<file path="src/rtl/md_seq_ctrl.sv">
// EX-stage sequencer for the multi-cycle M-extension units.
// Stalls the pipe, drives the divider handshake and latches the result.
module md_seq_ctrl #(
  parameter int MUL_LAT     = 1,
  parameter int DIV_TIMEOUT = 40,
  parameter int CNT_W       = 6
) (
  input  logic        clk,
  input  logic        rst_n,
  input  logic        ex_valid_i,
  input  logic [3:0]  alu_op_i,
  input  logic        flush_i,
  input  logic [31:0] mul_result_i,
  input  logic        div_done_i,
  input  logic [31:0] div_result_i,
  output logic        div_start_o,
  output logic        div_abort_o,
  output logic        stall_o,
  output logic        busy_o,
  output logic        result_valid_o,
  output logic [31:0] result_o,
  output logic        timeout_o
);

  typedef enum logic [2:0] {
    IDLE,
    MWAIT,
    DSTART,
    DWAIT,
    DONE
  } state_t;

  localparam logic MUL_EN = (MUL_LAT > 0);
  localparam logic [CNT_W-1:0] MUL_INIT =
    MUL_EN ? CNT_W'(MUL_LAT - 1) : '0;
  localparam logic [CNT_W-1:0] DIV_LAST =
    CNT_W'(DIV_TIMEOUT - 1);

  state_t           state_q, state_d;
  logic [CNT_W-1:0] cnt_q, cnt_d;
  logic [31:0]      res_q, res_d;
  logic             tmo_q, tmo_d;

  logic is_mul, is_div, md_req;

  assign is_mul = MUL_EN && (alu_op_i == 4'b1010);
  assign is_div = (alu_op_i[3:2] == 2'b11);
  assign md_req = ex_valid_i & ~flush_i & (is_mul | is_div);

  always_ff @(posedge clk or negedge rst_n) begin
    if (!rst_n) begin
      state_q <= IDLE;
      cnt_q   <= '0;
      res_q   <= '0;
      tmo_q   <= 1'b0;
    end else begin
      state_q <= state_d;
      cnt_q   <= cnt_d;
      res_q   <= res_d;
      tmo_q   <= tmo_d;
    end
  end

  always_comb begin
    state_d        = state_q;
    cnt_d          = cnt_q;
    res_d          = res_q;
    tmo_d          = tmo_q;
    stall_o        = 1'b0;
    div_start_o    = 1'b0;
    div_abort_o    = 1'b0;
    result_valid_o = 1'b0;
    busy_o         = (state_q != IDLE);
    unique case (state_q)
      IDLE: begin
        stall_o = md_req;
        if (md_req) begin
          if (is_mul) begin
            state_d = MWAIT;
            cnt_d   = MUL_INIT;
          end else begin
            state_d = DSTART;
          end
        end
      end
      MWAIT: begin
        if (flush_i) begin
          state_d = IDLE;
        end else begin
          stall_o = 1'b1;
          if (cnt_q != '0) begin
            cnt_d = cnt_q - 1'b1;
          end else begin
            res_d   = mul_result_i;
            state_d = DONE;
          end
        end
      end
      DSTART: begin
        // Abort wins over start so the divider never sees both
        if (flush_i) begin
          div_abort_o = 1'b1;
          state_d     = IDLE;
        end else begin
          stall_o     = 1'b1;
          div_start_o = 1'b1;
          cnt_d       = '0;
          state_d     = DWAIT;
        end
      end
      DWAIT: begin
        if (flush_i) begin
          div_abort_o = 1'b1;
          state_d     = IDLE;
        end else begin
          stall_o = 1'b1;
          cnt_d   = cnt_q + 1'b1;
          if (div_done_i) begin
            res_d   = div_result_i;
            state_d = DONE;
          end else if (cnt_q == DIV_LAST) begin
            res_d   = 32'hFFFF_FFFF;
            tmo_d   = 1'b1;
            state_d = DONE;
          end
        end
      end
      DONE: begin
        result_valid_o = 1'b1;
        state_d        = IDLE;
      end
      default: begin
        state_d = IDLE;
      end
    endcase
  end

  assign result_o  = res_q;
  assign timeout_o = tmo_q;

endmodule
</file>
<file path="config.mk">
export PLATFORM = sky130hd
export DESIGN_NAME = md_seq_ctrl
export DESIGN_NICKNAME = d
export VERILOG_FILES = /design/src/rtl/md_seq_ctrl.sv
export SDC_FILE = /design/constraint.sdc
export NUM_CORES = 1
export LEC_CHECK = 0
export CAP_MARGIN = 20
export CORE_ASPECT_RATIO = 0.8
export CORE_UTILIZATION = 42
export CTS_CLUSTER_DIAMETER = 120
export DETAILED_ROUTE_END_ITERATION = 16
export PLACE_DENSITY = 0.88
export SYNTH_ARGS = -nofsm -noshare
export SYNTH_HDL_FRONTEND = slang
export SYNTH_SLANG_ARGS = --single-unit
</file>
<file path="constraint.sdc">
create_clock -name clk -period 2.8 [get_ports clk]
set_input_delay 0.28 -clock clk [delete_from_list [all_inputs] [get_ports clk]]
set_output_delay 0.28 -clock clk [all_outputs]
set_load 0.01 [all_outputs]
</file>
Yosys cells after proc, flatten, opt, wreduce, memory -nomap -nowiden
Cells that the tools add are included.
Operators by class
  add/subtract/negate cells: 2
  eq/ne operators: 17
  multiplexer cells: 28
  bitwise operators: 5
  reduce and logical (&&, ||, !) cells: 11
Operators with widths (count)
  $mux W32: 5
  $pmux W32 S2: 1
  $mux W6: 6
  $pmux W6 S4: 1
  $mux W3: 6
  $ne A2 B2 Y1 const B: 7
  $pmux W3 S4: 1
  $reduce_and A7 Y1: 1
  $add A6 B1 Y6 const B: 1
  $eq A3 B2 Y1 const B: 2
  $eq A6 B6 Y1 const B: 1
  $ne A3 B3 Y1 const B: 2
  $reduce_bool A6 Y1: 1
  $sub A6 B1 Y6 const B: 1
  $mux W1: 5
  $reduce_and A5 Y1: 1
  $eq A4 B4 Y1 const B: 1
  $mux W2: 2
  $ne A4 B4 Y1 const B: 1
  $reduce_and A4 Y1: 1
  $reduce_bool A4 Y1: 1
  $eq A3 B1 Y1 const B: 1
  $eq A3 B3 Y1 const B: 1
  $logic_not A3 Y1: 1
  10 further kinds: 12
Storage, ports and cells
  bits in registers: 42
  input port bits: 73
  output and inout bits: 38
  word-level logic and storage cells: 67

Logic depth before layout (Yosys ltp)
  word-level depth: 5
  mapped depth: 11
  depth with buffers taken out: 8

Worst setup path before layout
Ideal clock, no wire load.
  kind: reg-to-reg
  start point: register state_q[1]
  end point: register cnt_q[4]
  setup time: 83 ps
  data arrival time: 2237 ps
  data required time: 2717 ps
  path slack: 480 ps
  stages on the path, launching flop included: 12
  buffers on the path: 4
  period minus slack after synthesis: 2320 ps
  cell sequence: dfrtp_1 -> clkbuf_1 -> and3b_1 -> clkbuf_1 -> buf_2 -> buf_1 -> xnor2_1 -> ha_1 -> a21o_1 -> a211oi_1 -> nor3b_1 -> o21ai_0
Between the ends
  longest elaborated chain between the ends: 3
RTL lines
  start: declaration: line 39  | state_t state_q, state_d;
  start signal: assignment: line 57  | state_q <= state_d;
  $eq A3 B2 Y1, or another cell as far along: line 74  | unique case (state_q)
  $reduce_bool A4 Y1 (no source line) / $ne A2 B2 Y1 (equally long branches)
  $reduce_and A7 Y1 (no source line)
  end signal: assignment: line 58  | cnt_q <= cnt_d;
  end: declaration: line 40  | logic [CNT_W-1:0] cnt_q, cnt_d;
Parallel ways exist; a longest one is shown, timed or not.
A chain may end at the register's enable or synchronous reset.

Final worst setup path
  start point: input port flush_i
  end point: output port stall_o
Between the ends
  longest elaborated chain between the ends: 4
RTL lines
  start: declaration: line 12  | input logic flush_i,
  $not A1 Y1 (no source line)
  $and A1 B1 Y1 (2 in a row): line 48  | assign md_req = ex_valid_i & ~flush_i & (is_mul | is_div);
  $pmux W1 S2 (*): line 74
  end: declaration: line 18  | output logic stall_o,
Mark *: on every way between the ends. The rest lies on a longest branch, timed or not.

==> metrics.md <==
| Metric | Value |
|---|---|
| Pwr/cell area | between 900 and 1000 nW/um^2 |
| Maximum fanout along the worst path | 5 |
| Antenna violations before repair | 0 |
| Horizontal die dimension | about 88 um |
| Maximum ir drop on the vdd rail | 0.427 mV |
| Standard-cell rows | 24 |
| Pin count of the biggest net entering global routing | a little under 70 |
| Cell at the root of the clock tree | sky130_fd_sc_hd__clkbuf_8 |
| DRC violations left | 0 |
| Footprint of the flip-flops and latches | around 1100 um^2 |
| Relative max-transition margin | a little under 40% |
| Synth Flop Type | sky130_fd_sc_hd__dfrtp_1 |
| Number of warnings reported in the yosys synthesis log | 0 |
| Setup crit start kind | input pin |
| Sink Count | 42 |
| Final setup fails | 0 |
| Number of antenna repair diodes | 0 |
| Leakage Power | about 1.6 nW |
| Post-synthesis average cell area | 9.30 um^2 |
| Post-detailed-route wirelength per cell | 14.3 um |
| Data required, critical path | approximately 2.5 ns |
| Via count of the first global-routing pass | 2215 |
| Total I/O pin count | 111 |
| Number of buffers between clock root and the deepest sink | 2 |
| RSZ-0062 raised after global routing | no |
| Final-report hold violation count | 0 |
| Async set or reset register ratio after synthesis | 100% |
| Post-Syn Nets | 347 |
| Total number of nets in the final design | 449 |
| Sequential share of the synthesized area | 41.9% |
| Postcts setup bufs | 0 |
| TritonCTS buffer count | 5 |
| Total wirelength of the detailed-routed design | 6460 um |
| Dpl hpwl | 4750 um |
| Count of fill cells added during filler insertion | 470 |
| Worst-skew pair later-pin latency | 0.30 ns |
| First DRT Iteration DRCs | 111 |
| Category of the critical setup timing path | input pin to primary output |
| Total negative slack | 0 ns |
| Placeable Area | 5620 um^2 |
| Clock period minus final worst setup slack | 2.39 ns |
| Wire length of the first global-routing pass | 10200 um |
| Multi-input logic area | approximately 1200 um^2 |
| Post-route antenna net violation count | 0 |
| Post-cts repair resize count | 0 |
| EDFF count, synth | 0 |
| Port bufs | 110 |
| Summed instance area of the synthesized netlist | approximately 2500 um^2 |
| Fraction of final layout cells with drive strength greater than 1 | 13.1% |
| DIE AREA | about 6300 um^2 |
| Number of storage elements in the synthesis netlist | 42 |
| Run status | finished clean |
| Core Util, Final | between 60% and 70% |
| Reg clk slew, reported paths | 0.09 ns |
| Pin slew with the least headroom to its limit | 0.922 ns |
| Instance count of the mapped netlist | 270 |
| Area overhead of the layout relative to synthesis | 48.3% |
| Data arrival time at the worst-slack endpoint | around 2.1 ns |
| Portion of the clock cycle consumed by the worst path in the final layout | 85.2% |
| Global-route congestion overflow total | 0 |
| Initial standard-cell utilization of the core | 44.7% |
| Post-synthesis cell type count | 46 |
| First drt pass iteration count | 4 |
| Clock tree from TritonCTS | yes |
| Htree depth | 2 |
| Overall die height | 71.1 um |
| Max Cap Viol | 0 |
| Vias post-DR | about 2300 |
| Endpoint kind of the worst setup timing path | primary output |
| Total track usage | between 20% and 30% |
| Pins over their slew limit | 0 |
| RePlAce Congestion | 0.885 |
| Hold Buf Count CTS | 0 |
| Worst Clk Skew | 0.00904 ns |
| Via density | approximately 5.2 |
| Highest clock rate | 419 MHz |
| Type of the most critical hold path | input pin to asynchronous set/reset pin |
-- where the power goes --
group / total, mW / leakage [nW] / switching [mW] / internal (mW)
clock network: 0.413 / 0.0472 / 0.214 / 0.198
registers: 1.10 / 0.522 / 0.214 / 0.885
logic: 1.86 / 1.04 / 0.813 / 1.05
-- layout by cell type (no fill, tap or decap), drive strengths merged, types with 3 or more instances in the layout --
master	count
clkdlybuf4s50	109
dfrtp	42
inv	39
nor2	34
a31oi	33
mux2	32
nand2	8
nor3	7
clkbuf	6
a21oi	5
buf	5
ha	4
and2	3
o21ai	3
a21o	3
o211ai	3
-- state kept, by name (all words and copies together) (netlist names) --
register,flops
result_o,32
timeout_o,1
state_q,3
cnt_q,6
-- per-stage QoR --
stage	std cells	power, mW	worst slack [ns]	area (um^2)	hold slack, ns
floorplan	270	2.14	0.480	2510	-0.0156
global placement	443	2.90	0.406	3630	0.452
detailed placement	443	2.97	0.332	3630	0.452
global route	451	3.60	0.201	3720	0.183
finish	451	3.37	0.414	3720	0.109
CTS	451	3.40	0.409	3720	0.151
-- Yosys cell counts (all sizes together) (2+ instances only) --
cell | instances | area, um^2
nor4bb | 2 | 20.0
o21ai | 3 | 15.0
or3 | 2 | 12.5
a21o | 3 | 22.5
ha | 4 | 50.1
nand3 | 2 | 10.0
a211oi | 2 | 15.0
o22ai | 2 | 18.8
clkbuf | 8 | 30.0
o2111ai | 2 | 17.5
a31oi | 33 | 206
nor2 | 34 | 128
o211ai | 3 | 22.5
nand2b | 2 | 12.5
inv | 39 | 146
o311ai | 2 | 17.5
nor3 | 7 | 51.3
nand2 | 8 | 30.0
and2 | 3 | 18.8
nor2b | 2 | 12.5
nand4 | 2 | 12.5
dfrtp | 42 | 1050
mux2 | 32 | 360
a21oi | 5 | 25.0
buf | 11 | 77.6
-- per-layer routing --
layer  GRT usage (%)  wire, um  up-vias
met3            7.00       615       15
met2            33.9      3040       98
li1                -         -     1146
met1            26.0      2690     1089
met5               0         0        -
met4            6.63       119        0
-- worst paths after layout --
path	startpoint	end	slack, ns	depth (start not counted)
hold / removal	rst_n	result_o[0]	0.11	1
max in group asynchronous	rst_n	cnt_q[1]	2.11	1
min in group clk	timeout_o	timeout_o	0.47	1
setup reg to reg	state_q[1]	cnt_q[4]	0.43	8
setup / recovery	flush_i	stall_o	0.41	6
hold reg to reg	timeout_o	timeout_o	0.47	1
-- cell type report --
| class | instances | area share (%) |
|---|---|---|
| repair buffers | 114 | 30.3 |
| well taps | 78 | 2.62 |
| multi-input cells | 170 | 32.4 |
| clock buffers | 6 | 2.22 |
| inverters | 39 | 3.93 |
| clock inverters | 2 | 0.336 |
| flip-flops and latches | 42 | 28.2 |
-- cells by family (layout without fill, tap and decap cells) --
group	after synthesis	in the layout	share of synthesized area (%)
buf+inv	58	161	10.1
compound gates	62	62	16.7
simple gates	69	69	13.9
fa+ha+maj	5	5	2.39
xor+xnor	2	2	0.698
mux	32	32	14.4
flops	42	42	41.9
-- worst max-delay path, stage by stage --
cell                              delay [ns]
sky130_fd_sc_hd__clkdlybuf4s50_1        0.54
sky130_fd_sc_hd__inv_1                  0.20
sky130_fd_sc_hd__o2111ai_1              0.22
sky130_fd_sc_hd__a21oi_1                0.20
sky130_fd_sc_hd__o21a_1                 0.14
sky130_fd_sc_hd__clkdlybuf4s50_1        0.53
(Power assumes the default switching activity.)
